==> src/rtl/pipe_stage_skid_reg.sv <==
// rtl/pipe_stage_skid_reg.sv - inter-stage register with valid/ready handshake, 2-entry skid buffer, flush and bubble masking
// Optional performance counters enabled by defining PIPE_STAGE_SKID_PERF_EN.
module pipe_stage_skid_reg #(
  parameter int DATA_W = 96,
  parameter int CTRL_W = 3,
  parameter int RD_W   = 5
) (
  input  logic              clk,
  input  logic              rst_n,
  input  logic              flush,
  input  logic              in_valid,
  output logic              in_ready,
  input  logic [CTRL_W-1:0] in_ctrl,
  input  logic [DATA_W-1:0] in_data,
  input  logic [RD_W-1:0]   in_rd,
  output logic              out_valid,
  input  logic              out_ready,
  output logic [CTRL_W-1:0] out_ctrl,
  output logic [DATA_W-1:0] out_data,
  output logic [RD_W-1:0]   out_rd
`ifdef PIPE_STAGE_SKID_PERF_EN
  ,
  output logic [31:0]       stall_cnt,
  output logic [31:0]       bubble_cnt,
  output logic [31:0]       xfer_cnt
`endif
);

  typedef enum logic [1:0] {
    EMPTY = 2'd0,
    BUSY  = 2'd1,
    FULL  = 2'd2
  } state_t;

  state_t            state_q, state_d;
  logic              in_ready_q, in_ready_d;
  logic [CTRL_W-1:0] main_ctrl_q, main_ctrl_d, skid_ctrl_q, skid_ctrl_d;
  logic [DATA_W-1:0] main_data_q, main_data_d, skid_data_q, skid_data_d;
  logic [RD_W-1:0]   main_rd_q, main_rd_d, skid_rd_q, skid_rd_d;
  logic              acc, snd;

  assign out_valid = (state_q != EMPTY);
  assign in_ready  = in_ready_q;
  assign acc       = in_valid & in_ready_q;
  assign snd       = out_valid & out_ready;
  assign out_ctrl  = main_ctrl_q & {CTRL_W{out_valid}};
  assign out_data  = main_data_q;
  assign out_rd    = main_rd_q;

  always_comb begin
    state_d     = state_q;
    main_ctrl_d = main_ctrl_q;
    main_data_d = main_data_q;
    main_rd_d   = main_rd_q;
    skid_ctrl_d = skid_ctrl_q;
    skid_data_d = skid_data_q;
    skid_rd_d   = skid_rd_q;
    if (flush) begin
      state_d = EMPTY;
    end else begin
      case (state_q)
        EMPTY: begin
          if (acc) begin
            state_d     = BUSY;
            main_ctrl_d = in_ctrl;
            main_data_d = in_data;
            main_rd_d   = in_rd;
          end
        end
        BUSY: begin
          if (acc && !snd) begin
            state_d     = FULL;
            skid_ctrl_d = in_ctrl;
            skid_data_d = in_data;
            skid_rd_d   = in_rd;
          end else if (acc && snd) begin
            main_ctrl_d = in_ctrl;
            main_data_d = in_data;
            main_rd_d   = in_rd;
          end else if (snd) begin
            state_d = EMPTY;
          end
        end
        FULL: begin
          // Skid entry is always older than anything upstream, so it refills main first.
          if (snd) begin
            state_d     = BUSY;
            main_ctrl_d = skid_ctrl_q;
            main_data_d = skid_data_q;
            main_rd_d   = skid_rd_q;
          end
        end
        default: state_d = EMPTY;
      endcase
    end
    in_ready_d = (state_d != FULL);
  end

  always_ff @(posedge clk or negedge rst_n) begin
    if (!rst_n) begin
      state_q     <= EMPTY;
      in_ready_q  <= 1'b1;
      main_ctrl_q <= '0;
      main_data_q <= '0;
      main_rd_q   <= '0;
      skid_ctrl_q <= '0;
      skid_data_q <= '0;
      skid_rd_q   <= '0;
    end else begin
      state_q     <= state_d;
      in_ready_q  <= in_ready_d;
      main_ctrl_q <= main_ctrl_d;
      main_data_q <= main_data_d;
      main_rd_q   <= main_rd_d;
      skid_ctrl_q <= skid_ctrl_d;
      skid_data_q <= skid_data_d;
      skid_rd_q   <= skid_rd_d;
    end
  end

`ifdef PIPE_STAGE_SKID_PERF_EN
  logic [31:0] stall_cnt_q, stall_cnt_d;
  logic [31:0] bubble_cnt_q, bubble_cnt_d;
  logic [31:0] xfer_cnt_q, xfer_cnt_d;

  always_comb begin
    stall_cnt_d  = stall_cnt_q;
    bubble_cnt_d = bubble_cnt_q;
    xfer_cnt_d   = xfer_cnt_q;
    if (in_valid && !in_ready_q && (stall_cnt_q != 32'hFFFF_FFFF))
      stall_cnt_d = stall_cnt_q + 32'd1;
    if (!out_valid && (bubble_cnt_q != 32'hFFFF_FFFF))
      bubble_cnt_d = bubble_cnt_q + 32'd1;
    if (snd && (xfer_cnt_q != 32'hFFFF_FFFF))
      xfer_cnt_d = xfer_cnt_q + 32'd1;
  end

  always_ff @(posedge clk or negedge rst_n) begin
    if (!rst_n) begin
      stall_cnt_q  <= '0;
      bubble_cnt_q <= '0;
      xfer_cnt_q   <= '0;
    end else begin
      stall_cnt_q  <= stall_cnt_d;
      bubble_cnt_q <= bubble_cnt_d;
      xfer_cnt_q   <= xfer_cnt_d;
    end
  end

  assign stall_cnt  = stall_cnt_q;
  assign bubble_cnt = bubble_cnt_q;
  assign xfer_cnt   = xfer_cnt_q;
`endif

endmodule

==> config.mk <==
export PLATFORM = sky130hd
export DESIGN_NAME = pipe_stage_skid_reg
export DESIGN_NICKNAME = d
export VERILOG_FILES = /design/src/rtl/pipe_stage_skid_reg.sv
export SDC_FILE = /design/constraint.sdc
export NUM_CORES = 1
export LEC_CHECK = 0
export ABC_AREA = 1
export CAP_MARGIN = 20
export CORE_ASPECT_RATIO = 0.9
export CORE_UTILIZATION = 35
export CTS_CLUSTER_DIAMETER = 120
export CTS_CLUSTER_SIZE = 8
export DETAILED_ROUTE_END_ITERATION = 7
export GPL_TIMING_DRIVEN = 0
export HOLD_SLACK_MARGIN = 0.12
export PLACE_DENSITY = 0.61
export SYNTH_ARGS = -nofsm -noshare
export SYNTH_HDL_FRONTEND = slang
export SYNTH_SLANG_ARGS = --single-unit
==> constraint.sdc <==
create_clock -name clk -period 1.2 [get_ports clk]
set_input_delay 0.24 -clock clk [delete_from_list [all_inputs] [get_ports clk]]
set_output_delay 0.24 -clock clk [all_outputs]
set_load 0.1 [all_outputs]
### Word level (Yosys, flattened, before mapping)

Cells that the tools add are included.

| cells by class | value |
|---|---|
| equal/unequal tests | 7 |
| muxes and demuxes | 22 |
| bitwise gates (word level) | 4 |
| reductions and logical operators | 8 |

Operator list:

| kind | count |
|---|---|
| 2-to-1 mux 96 bit | 4 |
| one-hot mux 96 bit (3 select lines) | 1 |
| 2-to-1 mux 5 bit | 4 |
| one-hot mux 5 bit (3 select lines) | 1 |
| 2-to-1 mux 2 bit | 6 |
| 2-to-1 mux 3 bit | 4 |
| inequality test 2 bit (second input constant) | 5 |
| one-hot mux 3 bit (3 select lines) | 1 |
| one-hot mux 2 bit (3 select lines) | 1 |
| AND reduction 6 bit | 1 |
| bitwise AND 3 bit | 1 |
| AND reduction 3 bit | 1 |
| nonzero test 3 bit | 1 |
| bitwise AND 1 bit | 2 |
| equality test 2 x 1 -> 1 bit (second input constant) | 1 |
| equality test 2 bit (second input constant) | 1 |
| logical AND 1 bit | 2 |
| zero test 2 bit | 1 |
| nonzero test 2 bit | 1 |
| zero test 1 bit | 1 |
| NOT 1 bit | 1 |

| word-level totals | value |
|---|---|
| flip-flop bits (word level) | 211 |

### Logic depth before layout (Yosys ltp)

| depth | value |
|---|---|
| depth in word-level cells | 8 |
| depth in mapped cells | 9 |
| mapped depth without buffers | 6 |

### Worst setup path before layout

No wires, ideal clock.

| timing path | value |
|---|---|
| kind | reg-to-output |
| start | reg state_q[0] |
| end | out out_ctrl[0] |
| arrival | 1.686 ns |
| required time | 0.960 ns |
| path slack | -0.726 ns |
| stages on the path, launching flop included | 3 |
| cells stage by stage | dfrtp_1 > nor2_1 > nor2_1 |

| between the ends | value |
|---|---|
| word-level cells in the longest chain between the ends | 2 |

RTL lines:

| item | RTL line | RTL |
|---|---|---|
| from (decl) | 35 | `state_t state_q, state_d;` |
| from (signal assigned) | 110 | `state_q <= state_d;` |
| nonzero test 2 bit | 42 | `assign out_valid = (state_q != EMPTY);` |
| bitwise AND 3 bit | 46 | `assign out_ctrl = main_ctrl_q & {CTRL_W{out_valid}};` |
| to (decl) | 18 | `output logic [CTRL_W-1:0] out_ctrl,` |

Every way passes these cells.

### Final worst setup path

| timing path | value |
|---|---|
| start | reg state_q[1] |
| end | reg skid_data_q[94] |

| between the ends | value |
|---|---|
| word-level cells in the longest chain between the ends | 5 |

RTL lines:

| item | RTL line | RTL |
|---|---|---|
| nonzero test 2 bit | 42 |  |
| bitwise AND 1 bit | 45 | `assign snd = out_valid & out_ready;` |
| zero test 1 bit | 71 | `if (acc && !snd) begin` |
| logical AND 1 bit | 71 |  |
| AND reduction 3 bit (no line) * | - |  |
| to (signal assigned) | 116 | `skid_data_q <= skid_data_d;` |
| to (decl) | 38 | `logic [DATA_W-1:0] main_data_q, main_data_d, skid_data_q, skid_data_d;` |

Mark *: on every way between the ends. The rest lies on a longest branch, timed or not.
A chain may end at the register's enable or synchronous reset.

==> results.md <==
* Drt drc at 0
* Clk slew on worst S/H paths at 0.06 ns
* Cell Area, Synth at 10600 um^2
* Final ANT Viol Nets at 0
* Crit start category: flop
* Cells after DPL at 2002
* Slew HR at between 60% and 70%
* Outcome: finished with violations
* Fin crit share at 147%
* Clock Skew at 0.0171 ns
* CTS tree: done
* Most common cell after layout, fill and taps aside: nand2_1
* WP data required at 1.62 ns
* WL final at roughly 35 mm
* Synth Area in Simple Gates at between 20% and 30%
* Clock Latency Late Sink at 0.54 ns
* Worst Path Max Fanout at 6
* Fmax at around 570 MHz
* RSZ-0062 raised after global routing: yes
* Worst VDD drop at 1.50 mV
* Global-route wire length before repair at between 50 and 60 mm
* Core area at between 20000 and 30000 um^2
* Failing checks: setup timing
* Post-DP HPWL at roughly 21 mm
* Vias in the first global route at 9509
* R2R Setup Slk at -0.56 ns
* Fin nets at 1840
* Syn_area_per_cell at 7.66 um^2
* Die W at 185 um
* Final setup vio count at between 300 and 400
* Final Hold Fails at 0
* Setup ws final at -0.562 ns
* IO Count at 215
* Area grow syn2layout at 75.8%
* Layout cells sized above 1 at 35.2%
* Crit path kind: flop to flop
* Drt via density at 4.77
* Clock period minus worst slack at 1.76 ns
* Worst setup EP type: flop
* Post-synthesis compound-gate area fraction at 12.4%
* Yosys reg bits at between 200 and 250
* Post-DP Area at 13600 um^2
* Largest net degree at the start of global routing at 85
* Mux contribution to synthesized area at 0%
* CTS Buffer Depth at 3
* Post-synthesis xor/xnor area fraction at 0.0826%
* CTS Buf Count at 30
* Synth Warn # at 0
* Largest family of logic cells by synthesized area: simple AND/OR/NAND/NOR gates
* Fin util at 62.5%
* Root Driver: clkbuf_16
* # diodes at 0
* WL per Instance at ~16 um
* Post-Place Worst Slack at -1.10 ns
* Design Area, Final at 18600 um^2
* Max cap viols at 0
* Synth Area in Adders at 0%
* Synthesized instance count at 1383
* Final Slew Violations at 0
* Gr usage total at 21.0%
* Via count at 10177
* Pre-antenna DRT Iters at 5
* Synth cell types at 20
* Worst Tran Pin Value at 0.484 ns
* Post-synthesis sequential area ratio at 49.8%
* Clock tree sinks at 211
* Final Instance Count excl. Fillers at around 2100
* Commonest cells after routing, fill and taps aside: 365 x nand2_1, 211 x inv_1, 208 x dfrtp_1
* PD cells at 1840 nW/um^2
* CP arrival at around 2.2 ns
* IO Port Bufs at 214
* Initial Util at approximately 36%
* Site Rows at 60
* Leak at between 9 and 10 nW
* Height of the die at 167 um
* H-tree Lvls at 1
* DIE AREA at 31000 um^2
* Total grt overflow at 0
* Antenna violations before repair at 0
* Gp weighted congestion at 0.816
* Syn_nets at 1492
* Hold Path Class: primary input to asynchronous set/reset pin
* DRT iter0 DRCs at 550
* Hold WS at ~0.21 ns
-- per-stage QoR --
step | total power (W) | setup TNS (ns)
6_report | 0.0342 | -113.91
3_3_place_gp | 0.0221 | -2179.36
2_1_floorplan | 0.0189 | -73.88
5_1_grt | 0.0357 | -128.79
3_5_place_dp | 0.0222 | -180.56
4_1_cts | 0.0325 | -111.87
-- synthesized netlist by cell type (all sizes together) --
library cell / n / area [um^2]
nand2: 427 / 1610
inv: 215 / 807
dfrtp: 210 / 5260
nand3: 210 / 1050
o21ai: 105 / 526
o21bai: 104 / 781
buf: 57 / 322
clkbuf: 44 / 165
nor2: 7 / 33.8
a21oi: 1 / 8.76
dfstp: 1 / 26.3
nand4: 1 / 6.26
xor2: 1 / 8.76
-- worst paths after layout --
kind / start / to / cells after the start
setup / recovery: state_q[1]$_DFF_PN0_ / skid_data_q[94]$_DFFE_PN0P_ / 10
hold / removal: rst_n / out_data[24]$_DFFE_PN0P_ / 2
setup reg to reg: state_q[1]$_DFF_PN0_ / skid_data_q[94]$_DFFE_PN0P_ / 10
hold reg to reg: skid_data_q[15]$_DFFE_PN0P_ / skid_data_q[15]$_DFFE_PN0P_ / 2
max in group asynchronous: rst_n / out_data[0]$_DFFE_PN0P_ / 3
min in group clk: in_data[25] / skid_data_q[25]$_DFFE_PN0P_ / 3
-- timing repair --
| action | 4_1_cts | 5_1_grt |
|---|---|---|
| hold endpoints to repair | 210 | 0 |
| endpoints found under the setup margin | 317 | 317 |
| setup buffers | 30 | 45 |
| cloned | 8 | 23 |
| resized for setup | 1043 | 408 |
| hold buffers | 1 | 0 |
| pin swaps | 35 | 84 |
-- final cells by class --
class | instances | area (um^2)
Buffer | 97 | 1160
Multi-Input combinational cell | 856 | 5300
Clock buffer | 32 | 779
Sequential cell | 211 | 5290
Clock inverter | 1 | 7.51
Inverter | 215 | 827
Tap cell | 403 | 504
Fill cell | 2419 | 11200
Timing Repair Buffer | 320 | 4760
-- sequential cells by signal (all words and copies together) (netlist names) --
register	cells
skid_data_q	96
skid_rd_q	5
in_ready	1
out_data	96
skid_ctrl_q	3
state_q	2
main_ctrl_q	3
out_rd	5
-- power by group --
part	total [W]	internal [W]	switching (W)	leakage, nW
logic	0.0161	0.00651	0.00962	6.44
registers	0.0106	0.00900	0.00164	2.64
clock network	0.00746	0.00448	0.00298	0.383
-- per-layer routing --
metal / track usage (%) / part of all wire (%)
met1: 30.5 / 46
met3: 3.06 / 5.0
met5: 0 / 0
met2: 32.3 / 47
met4: 5.75 / 2.3
-- kinds of logic after synthesis --
family | after synthesis
and+or+nand+nor | 645
buffers and inverters | 316
DFF | 211
AOI/OAI and AO/OA | 210
xor gates and xnor gates | 1
-- critical path: stages, from the launching register on --
cell       delay (ns)
dfrtp_1          0.40
buf_6            0.15
buf_12           0.12
nor2_4           0.12
nand4_1          0.13
buf_6            0.17
buf_8            0.14
buf_8            0.13
clkbuf_16        0.15
nand2_2          0.05
o21ai_1          0.06
Power figures use the tool's default switching activity.
